<file path="src/rtl/status_value_reader_pkg.sv">
// Shared types and constants for the status value reader and its skid buffer.
package status_value_reader_pkg;

  typedef enum logic {
    ST_RUN   = 1'b0,
    ST_FLUSH = 1'b1
  } state_e;

  localparam int SKID_DEPTH = 2;
  localparam int OCC_W      = $clog2(SKID_DEPTH + 1);

  localparam logic [OCC_W-1:0] OCC_ONE  = OCC_W'(1);
  localparam logic [OCC_W-1:0] OCC_FULL = OCC_W'(SKID_DEPTH);

endpackage

</file>
<file path="src/rtl/status_value_reader_if.sv">
// Vector-side and downstream-side signals of the reader; master is the reader itself.
interface status_value_reader_if #(
  parameter int WIDTH = 8,
  parameter int CNT_W = 16
);
  logic             vec_valid_i;
  logic [WIDTH-1:0] vec_value_i;
  logic             vec_pull_o;
  logic             hold_i;
  logic             flush_i;
  logic [WIDTH-1:0] data_o;
  logic             data_valid_o;
  logic             data_ready_i;
  logic             flush_done_o;
  logic             busy_o;
  logic [CNT_W-1:0] deliv_cnt_o;
  logic [CNT_W-1:0] drop_cnt_o;

  modport master (
    input  vec_valid_i, vec_value_i, hold_i, flush_i, data_ready_i,
    output vec_pull_o, data_o, data_valid_o, flush_done_o, busy_o,
           deliv_cnt_o, drop_cnt_o
  );

  modport slave (
    output vec_valid_i, vec_value_i, hold_i, flush_i, data_ready_i,
    input  vec_pull_o, data_o, data_valid_o, flush_done_o, busy_o,
           deliv_cnt_o, drop_cnt_o
  );
endinterface

</file>
<file path="src/rtl/status_value_skid.sv">
// Two-entry registered FIFO; head is a register that keeps its last value when empty.
module status_value_skid
  import status_value_reader_pkg::*;
#(
  parameter int WIDTH = 8
) (
  input  logic             clk,
  input  logic             rst_n,
  input  logic             push,
  input  logic             pop,
  input  logic             clear,
  input  logic [WIDTH-1:0] din,
  output logic [WIDTH-1:0] head,
  output logic [OCC_W-1:0] occ,
  output logic             valid
);

  logic [WIDTH-1:0] head_q;
  logic [WIDTH-1:0] tail_q;
  logic [OCC_W-1:0] occ_q;
  logic             pop_ok;
  logic             wr;

  assign pop_ok = pop && (occ_q != '0);
  assign wr     = push && ((occ_q != OCC_FULL) || pop_ok);

  always_ff @(posedge clk or negedge rst_n) begin
    if (!rst_n) begin
      head_q <= '0;
      tail_q <= '0;
      occ_q  <= '0;
    end else if (clear) begin
      occ_q <= '0;
    end else begin
      if (pop_ok && occ_q == OCC_FULL) head_q <= tail_q;
      if (wr) begin
        // New data lands in head only if head is empty or being vacated with nothing behind it.
        if (occ_q == '0 || (pop_ok && occ_q == OCC_ONE)) head_q <= din;
        else                                             tail_q <= din;
      end
      occ_q <= occ_q + OCC_W'(wr) - OCC_W'(pop_ok);
    end
  end

  assign head  = head_q;
  assign occ   = occ_q;
  assign valid = (occ_q != '0);

endmodule

</file>
<file path="src/rtl/status_value_reader.sv">
// Drains the status vector head into a 2-entry skid buffer for a valid/ready consumer,
// with hold, flush-and-discard, and delivered/dropped counters.
module status_value_reader
  import status_value_reader_pkg::*;
#(
  parameter int WIDTH = 8,
  parameter int CNT_W = 16
) (
  input logic                   clk_i,
  input logic                   rsn_i,
  status_value_reader_if.master bus
);

  state_e           state_q, state_d;
  logic             done_q, done_d;
  logic [CNT_W-1:0] deliv_q;
  logic [CNT_W-1:0] drop_q, drop_d;
  logic [CNT_W:0]   drop_sum;

  logic             in_run;
  logic             pull, push, pop, clear;
  logic [WIDTH-1:0] skid_head;
  logic [OCC_W-1:0] occ;
  logic             skid_valid;

  assign in_run = (state_q == ST_RUN);

  // Reset gates pull so the vector is never drained while the reader is held in reset.
  assign pull  = rsn_i && bus.vec_valid_i &&
                 (!in_run || (!bus.hold_i && (occ != OCC_FULL) && !bus.flush_i));
  assign push  = pull && in_run;
  assign clear = in_run && bus.flush_i;
  assign pop   = bus.data_valid_o && bus.data_ready_i && !bus.flush_i;

  status_value_skid #(.WIDTH(WIDTH)) u_skid (
    .clk   (clk_i),
    .rst_n (rsn_i),
    .push  (push),
    .pop   (pop),
    .clear (clear),
    .din   (bus.vec_value_i),
    .head  (skid_head),
    .occ   (occ),
    .valid (skid_valid)
  );

  always_ff @(posedge clk_i or negedge rsn_i) begin
    if (!rsn_i) begin
      state_q <= ST_RUN;
      done_q  <= 1'b0;
      deliv_q <= '0;
      drop_q  <= '0;
    end else begin
      state_q <= state_d;
      done_q  <= done_d;
      deliv_q <= deliv_q + CNT_W'(pop);
      drop_q  <= drop_d;
    end
  end

  always_comb begin
    state_d = state_q;
    done_d  = 1'b0;
    case (state_q)
      ST_RUN:   if (bus.flush_i) state_d = ST_FLUSH;
      ST_FLUSH: if (!bus.vec_valid_i) begin
        state_d = ST_RUN;
        done_d  = 1'b1;
      end
      default:  state_d = ST_RUN;
    endcase
  end

  always_comb begin
    drop_sum = {1'b0, drop_q};
    if (clear)                drop_sum = drop_sum + (CNT_W+1)'(occ);
    else if (pull && !in_run) drop_sum = drop_sum + (CNT_W+1)'(1);
    drop_d = drop_sum[CNT_W] ? '1 : drop_sum[CNT_W-1:0];
  end

  assign bus.vec_pull_o   = pull;
  assign bus.data_o       = skid_head;
  assign bus.data_valid_o = in_run && skid_valid;
  assign bus.flush_done_o = done_q;
  assign bus.busy_o       = !in_run || skid_valid;
  assign bus.deliv_cnt_o  = deliv_q;
  assign bus.drop_cnt_o   = drop_q;

endmodule

</file>
<file path="src/flat_wrapper.sv">
// flat-port wrapper written by rule: the top's interface ports become plain ports
module status_value_reader_flat import status_value_reader_pkg::*;
#(
  parameter int WIDTH = 8,
  parameter int CNT_W = 16
)
  (clk_i, rsn_i, bus_vec_valid_i, bus_vec_value_i, bus_hold_i, bus_flush_i, bus_data_ready_i, bus_vec_pull_o, bus_data_o, bus_data_valid_o, bus_flush_done_o, bus_busy_o, bus_deliv_cnt_o, bus_drop_cnt_o);
  status_value_reader_if #(.WIDTH(WIDTH), .CNT_W(CNT_W)) bus_i ();
  input logic clk_i;
  input logic rsn_i;
  input wire logic [$bits(bus_i.vec_valid_i)-1:0] bus_vec_valid_i;
  input wire logic [$bits(bus_i.vec_value_i)-1:0] bus_vec_value_i;
  input wire logic [$bits(bus_i.hold_i)-1:0] bus_hold_i;
  input wire logic [$bits(bus_i.flush_i)-1:0] bus_flush_i;
  input wire logic [$bits(bus_i.data_ready_i)-1:0] bus_data_ready_i;
  output wire logic [$bits(bus_i.vec_pull_o)-1:0] bus_vec_pull_o;
  output wire logic [$bits(bus_i.data_o)-1:0] bus_data_o;
  output wire logic [$bits(bus_i.data_valid_o)-1:0] bus_data_valid_o;
  output wire logic [$bits(bus_i.flush_done_o)-1:0] bus_flush_done_o;
  output wire logic [$bits(bus_i.busy_o)-1:0] bus_busy_o;
  output wire logic [$bits(bus_i.deliv_cnt_o)-1:0] bus_deliv_cnt_o;
  output wire logic [$bits(bus_i.drop_cnt_o)-1:0] bus_drop_cnt_o;
  assign bus_i.vec_valid_i = bus_vec_valid_i;
  assign bus_i.vec_value_i = bus_vec_value_i;
  assign bus_i.hold_i = bus_hold_i;
  assign bus_i.flush_i = bus_flush_i;
  assign bus_i.data_ready_i = bus_data_ready_i;
  assign bus_vec_pull_o = bus_i.vec_pull_o;
  assign bus_data_o = bus_i.data_o;
  assign bus_data_valid_o = bus_i.data_valid_o;
  assign bus_flush_done_o = bus_i.flush_done_o;
  assign bus_busy_o = bus_i.busy_o;
  assign bus_deliv_cnt_o = bus_i.deliv_cnt_o;
  assign bus_drop_cnt_o = bus_i.drop_cnt_o;
  status_value_reader #(.WIDTH(WIDTH), .CNT_W(CNT_W)) u_core (.clk_i(clk_i), .rsn_i(rsn_i), .bus(bus_i));
endmodule
</file>
<file path="config.mk">
export PLATFORM = sky130hd
export DESIGN_NAME = status_value_reader_flat
export DESIGN_NICKNAME = d
export VERILOG_FILES = /design/src/rtl/status_value_reader_pkg.sv /design/src/rtl/status_value_reader_if.sv /design/src/rtl/status_value_skid.sv /design/src/rtl/status_value_reader.sv /design/src/flat_wrapper.sv
export SDC_FILE = /design/constraint.sdc
export NUM_CORES = 1
export LEC_CHECK = 0
export CAP_MARGIN = 20
export CORE_MARGIN = 5
export CORE_UTILIZATION = 37
export DETAILED_ROUTE_END_ITERATION = 12
export GPL_TIMING_DRIVEN = 1
export PLACE_DENSITY = 0.66
export SLEW_MARGIN = 20
export SYNTH_ARGS = -nofsm -noshare
export SYNTH_HDL_FRONTEND = slang
export SYNTH_SLANG_ARGS = --single-unit
</file>
<file path="constraint.sdc">
create_clock -name clk_i -period 2.62 [get_ports clk_i]
set_clock_uncertainty 0.15 [all_clocks]
set_input_delay 0.524 -clock clk_i [delete_from_list [all_inputs] [get_ports clk_i]]
set_output_delay 0.524 -clock clk_i [all_outputs]
set_load 0.02 [all_outputs]
</file>
==> out/qor.yml <==
status: "completed"
dr_total_vias: 2171
holdCritPathClass: "input port to asynchronous set/reset pin"
p_clk_frac: 0.167
peakVddDrop_mv: 0.359
ys_seq_elements: 52
die-area_um2: 9050
globalRoute.totalOverflow: 0
die_h_um: 95.1
drt_wl_total_um: 6150
yosysMostFrequentCell: "dfrtp_1"
clkSlewWorstSetupHoldPaths_ns: 0.09
maxSlewHeadroom: 0.662
max_freq_mhz: 396
powerDensity_nw_per_um2: 752
netlist_area_um2: 2680
cts_sinks: 52
max_stage_delay_ns: 0.57
slowest_stage: "clkdlybuf4s50_1"
synth_top_area_share: 0.485
slew_viol_final: 0
drtIter0Drc: 47
finalHoldViolCount: 0
crit_chain: "buf_4 > or3_2 > clkdlybuf4s50_1"
async_reset_ff_frac: 1.00
clk_latency_ns: 0.30
p_int_mw: 1.72
wl_per_cell_um: 14.2
cts_buffers: 5
core-area_um2: 7140
synth_edf_count: 0
start_util: 0.376
grt_setup_unrepaired: "false"
ant_nets: 0
path_max_fanout: 6
grt_pass1_wl_um: 10500
cp.required_ns: 1.95
synthTopCellsByArea: "dfrtp_1 49%, nand2_1 5.3%, xnor2_1 4.9%"
regArea_um2: 1300
nets: 356
grt_usage: 0.145
share_comb_of_total_power: 0.395
fill_cells: 685
cts_tree: "built"
r2r_slack_ns: 0.14
synth-main-ff-cell: "dfrtp_1"
min_period_over_period: 0.965
grt_max_degree: 42
startpoint_type: "register"
switching_power_mw: 0.989
grt_pass1_vias: 2159
drcViolationCount: 0
drt_first_pass_iters: 4
worst_pin_slew_ns: 0.507
min_period_ns: 2.53
avgSynthCellArea_um2: 10.5
multiInputGateArea_um2: 1320
num_rows: 31
diodes: 0
ys_top_cells_by_count: "52 x dfrtp_1, 38 x nand2_1, 16 x o21ai_0, 15 x xnor2_1, 14 x nand3_1"
drive_above_1_share: 0.134
maxCapViolCount: 0
crit_arrival_ns: 1.85
synth.yosys.seq_area_share: 0.485
seqPwrFrac: 0.438
place.gp.congestion: 0.807
post-synth-top-area-cell: "dfrtp_1"
boundaryPins: 58
switching_share: 0.365
port_buffers: 57
leakage_nw: 1.65
via_per_inst: 5.00
clockRootBuffer: "clkbuf_8"
crit_path_end_kind: "primary output"
dp_hpwl_um: 4580
htreeDepth: 2
areaGrowthSynthToFinish_pct: 34.4
syn_nets: 278
fin_setup_tns_ns: 0
die_x_um: 95.1
path_class: "register to primary output"
hold_slack_ns: 0.0732
clock_path_buffers: 2
yosysWarnings: 0
setup_viol: 0
synth_cell_types: 51
synthCells: 256
grt_antenna_before_repair: 0
==> power groups by stage <==
stage	clock network, mW	logic, mW	registers, mW
detailed placement	0	1.08	1.20
floorplan	0	0.458	1.32
global route	0.512	1.18	1.23
finish	0.453	1.07	1.19
global placement	0	1.06	1.20
CTS	0.474	1.08	1.19
==> what timing repair did <==
action / in CTS / in global routing
gates resized for setup: 1 / 3
buffers inserted: 0 / 0
endpoints found under the setup margin: 1 / 3
pin swaps: 0 / 1
hold buffers: 1 / 0
endpoints found under the hold margin: 1 / 0
==> cell families (layout without fill, tap and decap cells) <==
group	Yosys count	after routing	share of synthesized area
mux	19	19	0.0863
compound gates	41	41	0.0975
fa+ha+maj	8	8	0.0401
xor+xnor	21	21	0.0686
simple gates	103	103	0.201
buf+inv	12	91	0.0215
flops	52	52	0.485
==> flip-flops by register name, indices dropped and copies added (netlist names) <==
name and flops:
u_core.bus.deliv_cnt_o 16, u_core.bus.drop_cnt_o 16, u_core.bus.flush_done_o 1, u_core.state_q 1, u_core.u_skid.head 8, u_core.u_skid.occ 2
u_core.u_skid.tail_q 8
==> routing by layer <==
metal | up-vias | part of all wire | routed length (µm) | GRT usage
li1 | 1061 | - | - | -
met1 | 1050 | 0.47 | 2890 | 0.197
met2 | 58 | 0.48 | 2920 | 0.241
met3 | 2 | 0.050 | 306 | 0.0324
met4 | 0 | 0.0034 | 21 | 0.0252
met5 | - | 0 | 0 | 0
==> metrics by stage <==
step	std cells	power, mW	cell area, µm²	setup slack (ns)	util
final	434	2.71	3600	0.0930	0.505
after global routing	434	2.92	3600	0.00183	0.505
after CTS	434	2.74	3600	0.0218	0.504
after detailed placement	425	2.28	3500	-0.173	0.490
after global placement	425	2.26	3500	-0.139	0.490
after floorplan	256	1.77	2680	0.195	-
==> final timing paths <==
| check | from | cells past startpoint | end |
|---|---|---|---|
| setup reg to reg | u_core.bus.drop_cnt_o[0]$_DFFE_PN0P_ | 8 | u_core.bus.drop_cnt_o[5]$_DFFE_PN0P_ |
| setup / recovery | u_core.u_skid.occ[0]$_DFF_PN0_ | 3 | bus_busy_o |
| hold reg to reg | u_core.bus.deliv_cnt_o[15]$_DFF_PN0_ | 1 | u_core.bus.deliv_cnt_o[15]$_DFF_PN0_ |
| hold / removal | rsn_i | 2 | u_core.u_skid.occ[1]$_DFF_PN0_ |
| min in group clk_i | u_core.bus.deliv_cnt_o[15]$_DFF_PN0_ | 1 | u_core.bus.deliv_cnt_o[15]$_DFF_PN0_ |
| max in group asynchronous | rsn_i | 3 | u_core.u_skid.head[6]$_DFFE_PN0N_ |
==> cell usage in the layout, fill, tap and decap left out, types with 2 or more instances in the layout <==
master / instances
a21oi_1: 4
nand4_1: 6
nor2b_1: 3
dfrtp_1: 52
o21a_1: 2
clkdlybuf4s50_1: 55
nand3_1: 14
a21o_1: 2
nor2_1: 13
nor4_1: 2
clkbuf_8: 5
nand3b_1: 3
xnor2_1: 15
nand2b_1: 2
inv_1: 4
o21ai_0: 16
and4_1: 4
and3_1: 2
buf_4: 20
a31oi_1: 3
mux2_4: 8
ha_1: 7
nand2_1: 38
a21boi_0: 2
nor3_1: 5
mux2i_1: 10
o21ai_1: 2
xor2_1: 6
==> worst max-delay path: cells and delay by family, from the launching register on <==
kind	cells	cell delay (ns)
buffers and inverters	2	0.73
and+or+nand+nor	1	0.43
DFF	1	0.40
==> layout make-up <==
type | count | share of cell area
clock buffer | 6 | 0.0201
clock inverter | 2 | 0.00451
inverter | 4 | 0.00417
multi-input combinational | 192 | 0.367
sequential | 52 | 0.361
tap | 99 | 0.0344
timing repair buffer | 79 | 0.209
(Power assumes the default switching activity.)
